### src/rtl/cpu_run_monitor_pkg.sv
// Shared encodings for the CPU run monitor: controller states, halt causes,
// and an index-width helper that never returns zero.
package cpu_run_monitor_pkg;

  localparam logic [1:0] ST_RUN  = 2'd0;
  localparam logic [1:0] ST_HALT = 2'd1;
  localparam logic [1:0] ST_DUMP = 2'd2;
  localparam logic [1:0] ST_DONE = 2'd3;

  localparam logic [1:0] CAUSE_NONE        = 2'd0;
  localparam logic [1:0] CAUSE_HALT_PC     = 2'd1;
  localparam logic [1:0] CAUSE_SELF_LOOP   = 2'd2;
  localparam logic [1:0] CAUSE_CYCLE_LIMIT = 2'd3;

  // Index width for an n-entry space; a single entry still gets one bit.
  function automatic int idx_w(input int n);
    return (n > 1) ? $clog2(n) : 1;
  endfunction

endpackage

### src/rtl/cpu_run_monitor_trace_ring.sv
// Ring trace of the most recent retired {pc, inst} pairs with a held-entry
// count and a combinational read indexed relative to the oldest held entry.
module cpu_run_monitor_trace_ring
  import cpu_run_monitor_pkg::*;
#(
  parameter int DEPTH  = 16,
  parameter int PC_W   = 32,
  parameter int INST_W = 32
) (
  input  logic                      clk,
  input  logic                      rst,
  input  logic                      wr_en,
  input  logic [PC_W-1:0]           wr_pc,
  input  logic [INST_W-1:0]         wr_inst,
  input  logic [idx_w(DEPTH)-1:0]   rd_idx,
  output logic [PC_W-1:0]           rd_pc,
  output logic [INST_W-1:0]         rd_inst,
  output logic                      rd_valid
);

  localparam int AW = idx_w(DEPTH);

  logic [AW-1:0]     wr_ptr;
  logic [AW:0]       held;
  logic [AW-1:0]     oldest;
  logic [AW-1:0]     rd_addr;
  logic [PC_W-1:0]   ram_pc   [DEPTH];
  logic [INST_W-1:0] ram_inst [DEPTH];

  always_ff @(posedge clk) begin
    if (!rst) begin
      wr_ptr <= '0;
      held   <= '0;
    end else if (wr_en) begin
      wr_ptr <= wr_ptr + 1'b1;
      if (held != (AW+1)'(DEPTH)) held <= held + 1'b1;
    end
  end

  // NOTE: storage has no reset; the held count masks stale entries, so
  // clearing the RAM would only cost a reset fan-out to every bit.
  always_ff @(posedge clk) begin
    if (wr_en) begin
      ram_pc[wr_ptr]   <= wr_pc;
      ram_inst[wr_ptr] <= wr_inst;
    end
  end

  assign oldest   = (held == (AW+1)'(DEPTH)) ? wr_ptr : '0;
  assign rd_addr  = oldest + rd_idx;
  assign rd_pc    = ram_pc[rd_addr];
  assign rd_inst  = ram_inst[rd_addr];
  assign rd_valid = ({1'b0, rd_idx} < held);

endmodule

### src/rtl/cpu_run_monitor.sv
// Run controller beside a CPU: counts cycles/retires, traces retires, detects
// halt conditions, freezes the CPU and then streams out DUMP_N register words.
module cpu_run_monitor
  import cpu_run_monitor_pkg::*;
#(
  parameter int              PC_W        = 32,
  parameter int              INST_W      = 32,
  parameter int              TRACE_DEPTH = 16,
  parameter int              CNT_W       = 16,
  parameter int              CYCLE_LIMIT = 40,
  parameter logic [PC_W-1:0] HALT_PC     = '1,
  parameter int              LOOP_N      = 4,
  parameter int              DUMP_N      = 32
) (
  input  logic                            clk,
  input  logic                            rst,
  input  logic                            run_en,
  input  logic                            retire,
  input  logic [PC_W-1:0]                 pc_i,
  input  logic [INST_W-1:0]               inst_i,
  output logic                            cpu_stall,
  output logic [CNT_W-1:0]                cycle_cnt,
  output logic [CNT_W-1:0]                instr_cnt,
  output logic [1:0]                      halt_cause,
  input  logic [idx_w(TRACE_DEPTH)-1:0]   tr_idx,
  output logic [PC_W-1:0]                 tr_pc,
  output logic [INST_W-1:0]               tr_inst,
  output logic                            tr_valid,
  output logic [idx_w(DUMP_N)-1:0]        dump_addr,
  input  logic [31:0]                     dump_data,
  output logic                            dump_valid,
  output logic [idx_w(DUMP_N)-1:0]        dump_idx,
  output logic [31:0]                     dump_word,
  output logic                            done
);

  localparam int              DA_W    = idx_w(DUMP_N);
  localparam logic [CNT_W-1:0] CNT_MAX = '1;

  logic [1:0]       state;
  logic [CNT_W-1:0] loop_cnt;
  logic [PC_W-1:0]  last_pc;

  logic             advance;
  logic             rec;
  logic [CNT_W-1:0] cycle_nxt;
  logic [CNT_W-1:0] instr_nxt;
  logic [CNT_W-1:0] loop_nxt;
  logic             hit_pc;
  logic             hit_loop;
  logic             hit_cyc;
  logic [1:0]       cause_nxt;

  // NOTE: every signal gets a default first so no path leaves one unassigned,
  // which would otherwise infer a latch.
  always_comb begin
    advance   = (state == ST_RUN) && run_en;
    rec       = advance && retire;
    cycle_nxt = (cycle_cnt == CNT_MAX) ? cycle_cnt : cycle_cnt + 1'b1;
    instr_nxt = (instr_cnt == CNT_MAX) ? instr_cnt : instr_cnt + 1'b1;
    loop_nxt  = CNT_W'(1);
    if (loop_cnt != '0 && pc_i == last_pc)
      loop_nxt = (loop_cnt == CNT_MAX) ? loop_cnt : loop_cnt + 1'b1;

    // Checks see the counts as they will be after this edge.
    hit_pc   = retire && (HALT_PC != '1) && (pc_i == HALT_PC);
    hit_loop = retire && (LOOP_N != 0) && (loop_nxt == CNT_W'(LOOP_N));
    hit_cyc  = (CYCLE_LIMIT != 0) && (cycle_nxt == CNT_W'(CYCLE_LIMIT));

    cause_nxt = CAUSE_NONE;
    if (hit_pc)        cause_nxt = CAUSE_HALT_PC;
    else if (hit_loop) cause_nxt = CAUSE_SELF_LOOP;
    else if (hit_cyc)  cause_nxt = CAUSE_CYCLE_LIMIT;
  end

  always_ff @(posedge clk) begin
    if (!rst) begin
      state      <= ST_RUN;
      cycle_cnt  <= '0;
      instr_cnt  <= '0;
      loop_cnt   <= '0;
      last_pc    <= '0;
      halt_cause <= CAUSE_NONE;
      cpu_stall  <= 1'b0;
      dump_addr  <= '0;
      dump_idx   <= '0;
      dump_word  <= '0;
      dump_valid <= 1'b0;
      done       <= 1'b0;
    end else begin
      case (state)
        ST_RUN: begin
          if (advance) begin
            cycle_cnt <= cycle_nxt;
            if (retire) begin
              instr_cnt <= instr_nxt;
              loop_cnt  <= loop_nxt;
              last_pc   <= pc_i;
            end
            if (cause_nxt != CAUSE_NONE) begin
              halt_cause <= cause_nxt;
              cpu_stall  <= 1'b1;
              state      <= ST_HALT;
            end
          end
        end
        ST_HALT: begin
          dump_addr <= '0;
          state     <= ST_DUMP;
        end
        ST_DUMP: begin
          dump_word  <= dump_data;
          dump_idx   <= dump_addr;
          dump_valid <= 1'b1;
          if (dump_addr == DA_W'(DUMP_N - 1)) state     <= ST_DONE;
          else                                dump_addr <= dump_addr + 1'b1;
        end
        default: begin
          dump_valid <= 1'b0;
          done       <= 1'b1;
        end
      endcase
    end
  end

  cpu_run_monitor_trace_ring #(
    .DEPTH  (TRACE_DEPTH),
    .PC_W   (PC_W),
    .INST_W (INST_W)
  ) u_trace (
    .clk      (clk),
    .rst      (rst),
    .wr_en    (rec),
    .wr_pc    (pc_i),
    .wr_inst  (inst_i),
    .rd_idx   (tr_idx),
    .rd_pc    (tr_pc),
    .rd_inst  (tr_inst),
    .rd_valid (tr_valid)
  );

endmodule

### config.mk
export PLATFORM = sky130hd
export DESIGN_NAME = cpu_run_monitor
export DESIGN_NICKNAME = d
export VERILOG_FILES = /design/src/rtl/cpu_run_monitor_pkg.sv /design/src/rtl/cpu_run_monitor_trace_ring.sv /design/src/rtl/cpu_run_monitor.sv
export SDC_FILE = /design/constraint.sdc
export NUM_CORES = 1
export LEC_CHECK = 0
export CAP_MARGIN = 5
export CORE_MARGIN = 3
export CORE_UTILIZATION = 35
export DETAILED_ROUTE_END_ITERATION = 8
export MAX_ROUTING_LAYER = met4
export PLACE_DENSITY = 0.48
export SLEW_MARGIN = 40
export SYNTH_ARGS = -nofsm -noshare
export SYNTH_HDL_FRONTEND = slang
export SYNTH_SLANG_ARGS = --single-unit
### constraint.sdc
create_clock -name clk -period 20.3 [get_ports clk]
set_input_delay 4.06 -clock clk [delete_from_list [all_inputs] [get_ports clk]]
set_output_delay 4.06 -clock clk [all_outputs]
set_load 0.1 [all_outputs]
==> results by group <==
CTS
  • Post-CTS Setup Bufs: 0
  • CTS Buf Count: around 130
  • Hold buffers post-CTS: 0
  • Clock Pin Slew Worst Setup and Hold Paths: 0.05 ns
  • Clock sinks: around 1200
  • Later-pin clock latency in the skew report: between 0.7 and 0.8 ns
  • H-tree depth: 4
  • CTS resizes: 0
  • CTS root buf: clkbuf_16
  • TritonCTS clock tree: built
  • Clock Path Buffers: 3

STA
  • Final hold vios: 0
  • RSZ-0062 raised after global routing: false
  • Layout Skew: 0.02283 ns
  • Slew @ Worst Pin: roughly 0.86 ns
  • Final critical-path required period: 12.72 ns
  • Fmax: just under 80 MHz
  • Slew Limit Headroom: 42.96%
  • Total negative slack: 0 ns
  • Final Max Tran Viols: 0
  • Final period utilization: a little over three fifths
  • Final setup viols: 0

Detailed routing
  • DRC viols: 0
  • Via Count: between 20000 and 25000
  • Starting DRT DRC Count: 1712
  • Routed len/inst: 24.88 µm
  • Post-DRT Antenna Nets: 0
  • WL final: 116.7 mm
  • Drt first pass iters: 6
  • Post-DR vias/cell: between 5 and 6

Pwr
  • P_int: 4.021 mW
  • Net Sw Frac: 22.74%
  • Maximum vdd drop: 0.07261 mV
  • Leakage power: around 17 nW
  • Part of the power in registers: about half
  • Comb pwr share: under 10%
  • Clk network pwr share: around 43%
  • PD cells: between 90 and 100 nW/µm²
  • Switching power: 1.183 mW

Finish
  • Most frequent cells in the layout: edfxtp_1, mux4_2, nand2_1
  • Commonest non-fill, non-tap cell in the layout: edfxtp_1
  • Layout Cells excl Fill: 4691
  • Share of cells above drive strength 1: a little under a quarter
  • Layout fillers: ~11000
  • Nets: ~3000
  • Area delta synth->final: 18.24%

Worst setup path
  • Worst Path Arrival: between 8 and 9 ns
  • Worst R2R Start: state[1]
  • R2R depth: 8
  • Crit start category: input port
  • Crit path kind: in -> out
  • Flop2flop setup slack: 16.37 ns
  • Crit end category: output port
  • R2R Path End: u_trace.ram_inst[7][5]
  • Crit Path Max Fanout: 57
  • WP data required: 16.24 ns

Global route
  • Largest net degree at the start of global routing: 129
  • First-pass GRT wire length: 172.9 mm
  • All-Layer GR Usage: about 18%
  • Vias in the first global route: roughly 26000
  • Gr ovfl total: 0
  • Initial antenna violation count: 15

Synth
  • Post-synthesis sequential element count: 1162
  • Yosys warns: 0
  • Library cells used by synthesis: between 60 and 70
  • Post-Syn Area: roughly 46000 µm²
  • Post-Synthesis Cells: between 2000 and 3000
  • Synth Flop Type: edfxtp_1
  • Syn_area_per_cell: approximately 18 µm²
  • Ys async rst share: 0%
  • Post-synth net total: approximately 2700
  • Seq/Total Area, Yosys: between 70% and 80%
  • Post-synth EDFFs: 1024

Die
  • Chip Width: ~370 µm
  • Core area: between 100000 and 150000 µm²
  • Initial core utilization: a little over a third
  • Die area: 135000 µm²
  • DIE HEIGHT: around 370 µm
  • Row cnt: approximately 130
  • I/O pins: approximately 250

Placement
  • Placed Instances: around 4400
  • DP HPWL: roughly 62 mm
  • IO buf count: approximately 250
  • Final Wtd Congestion: about 0.75

Worst hold path
  • Endpoint, Worst Hold: last_pc[9]
  • Hold path start: last_pc[9]
  • Hold Path Depth: 2
  • Worst Hold Class: reg -> reg

Run status
  • Status: completed

Job
  • Max cap viols: 0
==> worst max-delay path: stages <==
cell	delay (ns)
clkdlybuf4s50_1	0.53
ha_4	0.15
inv_1	0.05
fa_4	1.13
buf_6	0.56
buf_4	0.72
mux4_2	0.33
and2_1	0.12
a211oi_1	0.05
a31oi_1	0.30
buf_2	0.49
==> per-layer routing <==
layer	global-route usage, %	wire [µm]
met1	21.92	48720
met2	29.76	58700
met3	3.920	6744
met4	5.132	2568
met5	-	0
==> stage by stage <==
stage / hold WS (ns) / util, % / total power [mW] / worst slack [ns] / cell area (µm²)
after detailed placement: 0.4527 / 38.80 / 3.028 / 7.430 / 49930
after CTS: 0.4670 / 41.96 / 5.284 / 7.439 / 53990
after global placement: 0.4542 / 39.16 / 3.032 / 6.506 / 50390
after floorplan: 0.4488 / - / 2.906 / 8.549 / 45720
final: 0.4653 / 42.02 / 5.204 / 7.579 / 54060
after global routing: 0.4825 / 42.01 / 5.394 / 7.284 / 54060
==> area by class of cell <==
cell class	instances	area [µm²]	area share, %
Sequential cell	1162	33510	61.99
Clock buffer	169	3590	6.640
Clock inverter	63	469.2	0.8679
Tap cell	1729	2163	4.002
Timing Repair Buffer	310	2509	4.640
Antenna cell	13	32.53	0.06018
Inverter	21	81.33	0.1504
Multi-Input combinational cell	1224	11700	21.65
==> kinds of logic (layout without fill, tap and decap cells) <==
family	Yosys count	count (layout)	synth area share [%]
buf+inv	169	563	1.478
simple gates	565	565	5.875
xor+xnor	72	72	1.379
flops	1162	1162	73.30
mux	303	303	13.66
compound gates	260	260	3.642
other cells	0	13	0
fa+ha+maj	24	24	0.6732
==> state kept, by name, summed over array words and instances (netlist names) <==
register / count
u_trace.ram_inst: 512
u_trace.ram_pc: 512
dump_word: 32
last_pc: 32
cycle_cnt: 16
instr_cnt: 16
loop_cnt: 16
dump_addr: 5
dump_idx: 5
u_trace.held: 5
u_trace.wr_ptr: 4
halt_cause: 2
state: 2
cpu_stall: 1
done: 1
dump_valid: 1
==> power by group through the flow <==
stage / combinational [mW] / clock (mW) / sequential [mW]
after floorplan: 0.228 / 0 / 2.68
after global placement: 0.361 / 0 / 2.67
after detailed placement: 0.355 / 0 / 2.67
after CTS: 0.356 / 2.31 / 2.62
after global routing: 0.373 / 2.40 / 2.62
final: 0.348 / 2.23 / 2.62
==> cells in the mapped netlist, types with 2 or more instances <==
library cell / instances / share of area, %
or3_1: 8 / 0.11
inv_1: 21 / 0.17
a21oi_1: 72 / 0.79
edfxtp_1: 1024 / 67
o21a_1: 4 / 0.066
nor4b_1: 2 / 0.038
ha_1: 23 / 0.63
or2_1: 2 / 0.027
and2_1: 70 / 0.96
nand2_1: 240 / 2.0
clkbuf_1: 95 / 0.78
nor3_1: 22 / 0.24
mux4_2: 256 / 13
nand2b_1: 7 / 0.096
o21ai_0: 21 / 0.23
nor4_1: 9 / 0.12
nor3b_1: 6 / 0.099
o211a_1: 2 / 0.044
buf_1: 20 / 0.16
xor2_1: 16 / 0.31
or2_2: 2 / 0.027
a211oi_1: 67 / 1.1
a22oi_1: 2 / 0.033
and4_1: 8 / 0.15
dfxtp_1: 138 / 6.0
mux2i_1: 44 / 0.96
nand3_1: 18 / 0.20
nand3_4: 2 / 0.077
nand4_1: 32 / 0.44
nor2_1: 117 / 0.96
and3_1: 10 / 0.14
a31oi_1: 70 / 0.96
o2111ai_1: 2 / 0.038
mux2_2: 2 / 0.049
xnor2_1: 56 / 1.1
a21o_1: 3 / 0.049
o221a_2: 2 / 0.049
buf_2: 33 / 0.36
a41oi_1: 3 / 0.057
o31ai_1: 3 / 0.049
==> worst max-delay path by stage <==
stage                   start           to  slack (ns)  cells after the start
floorplan           tr_idx[0]  tr_inst[31]        8.55                      9
global placement    tr_idx[0]    tr_pc[16]        6.51                     11
detailed placement  tr_idx[0]    tr_pc[16]        7.43                     11
CTS                 tr_idx[0]    tr_pc[16]        7.44                     11
global route        tr_idx[0]    tr_pc[16]        7.28                     11
finish              tr_idx[0]    tr_pc[16]        7.58                     11
(Power assumes the default switching activity.)
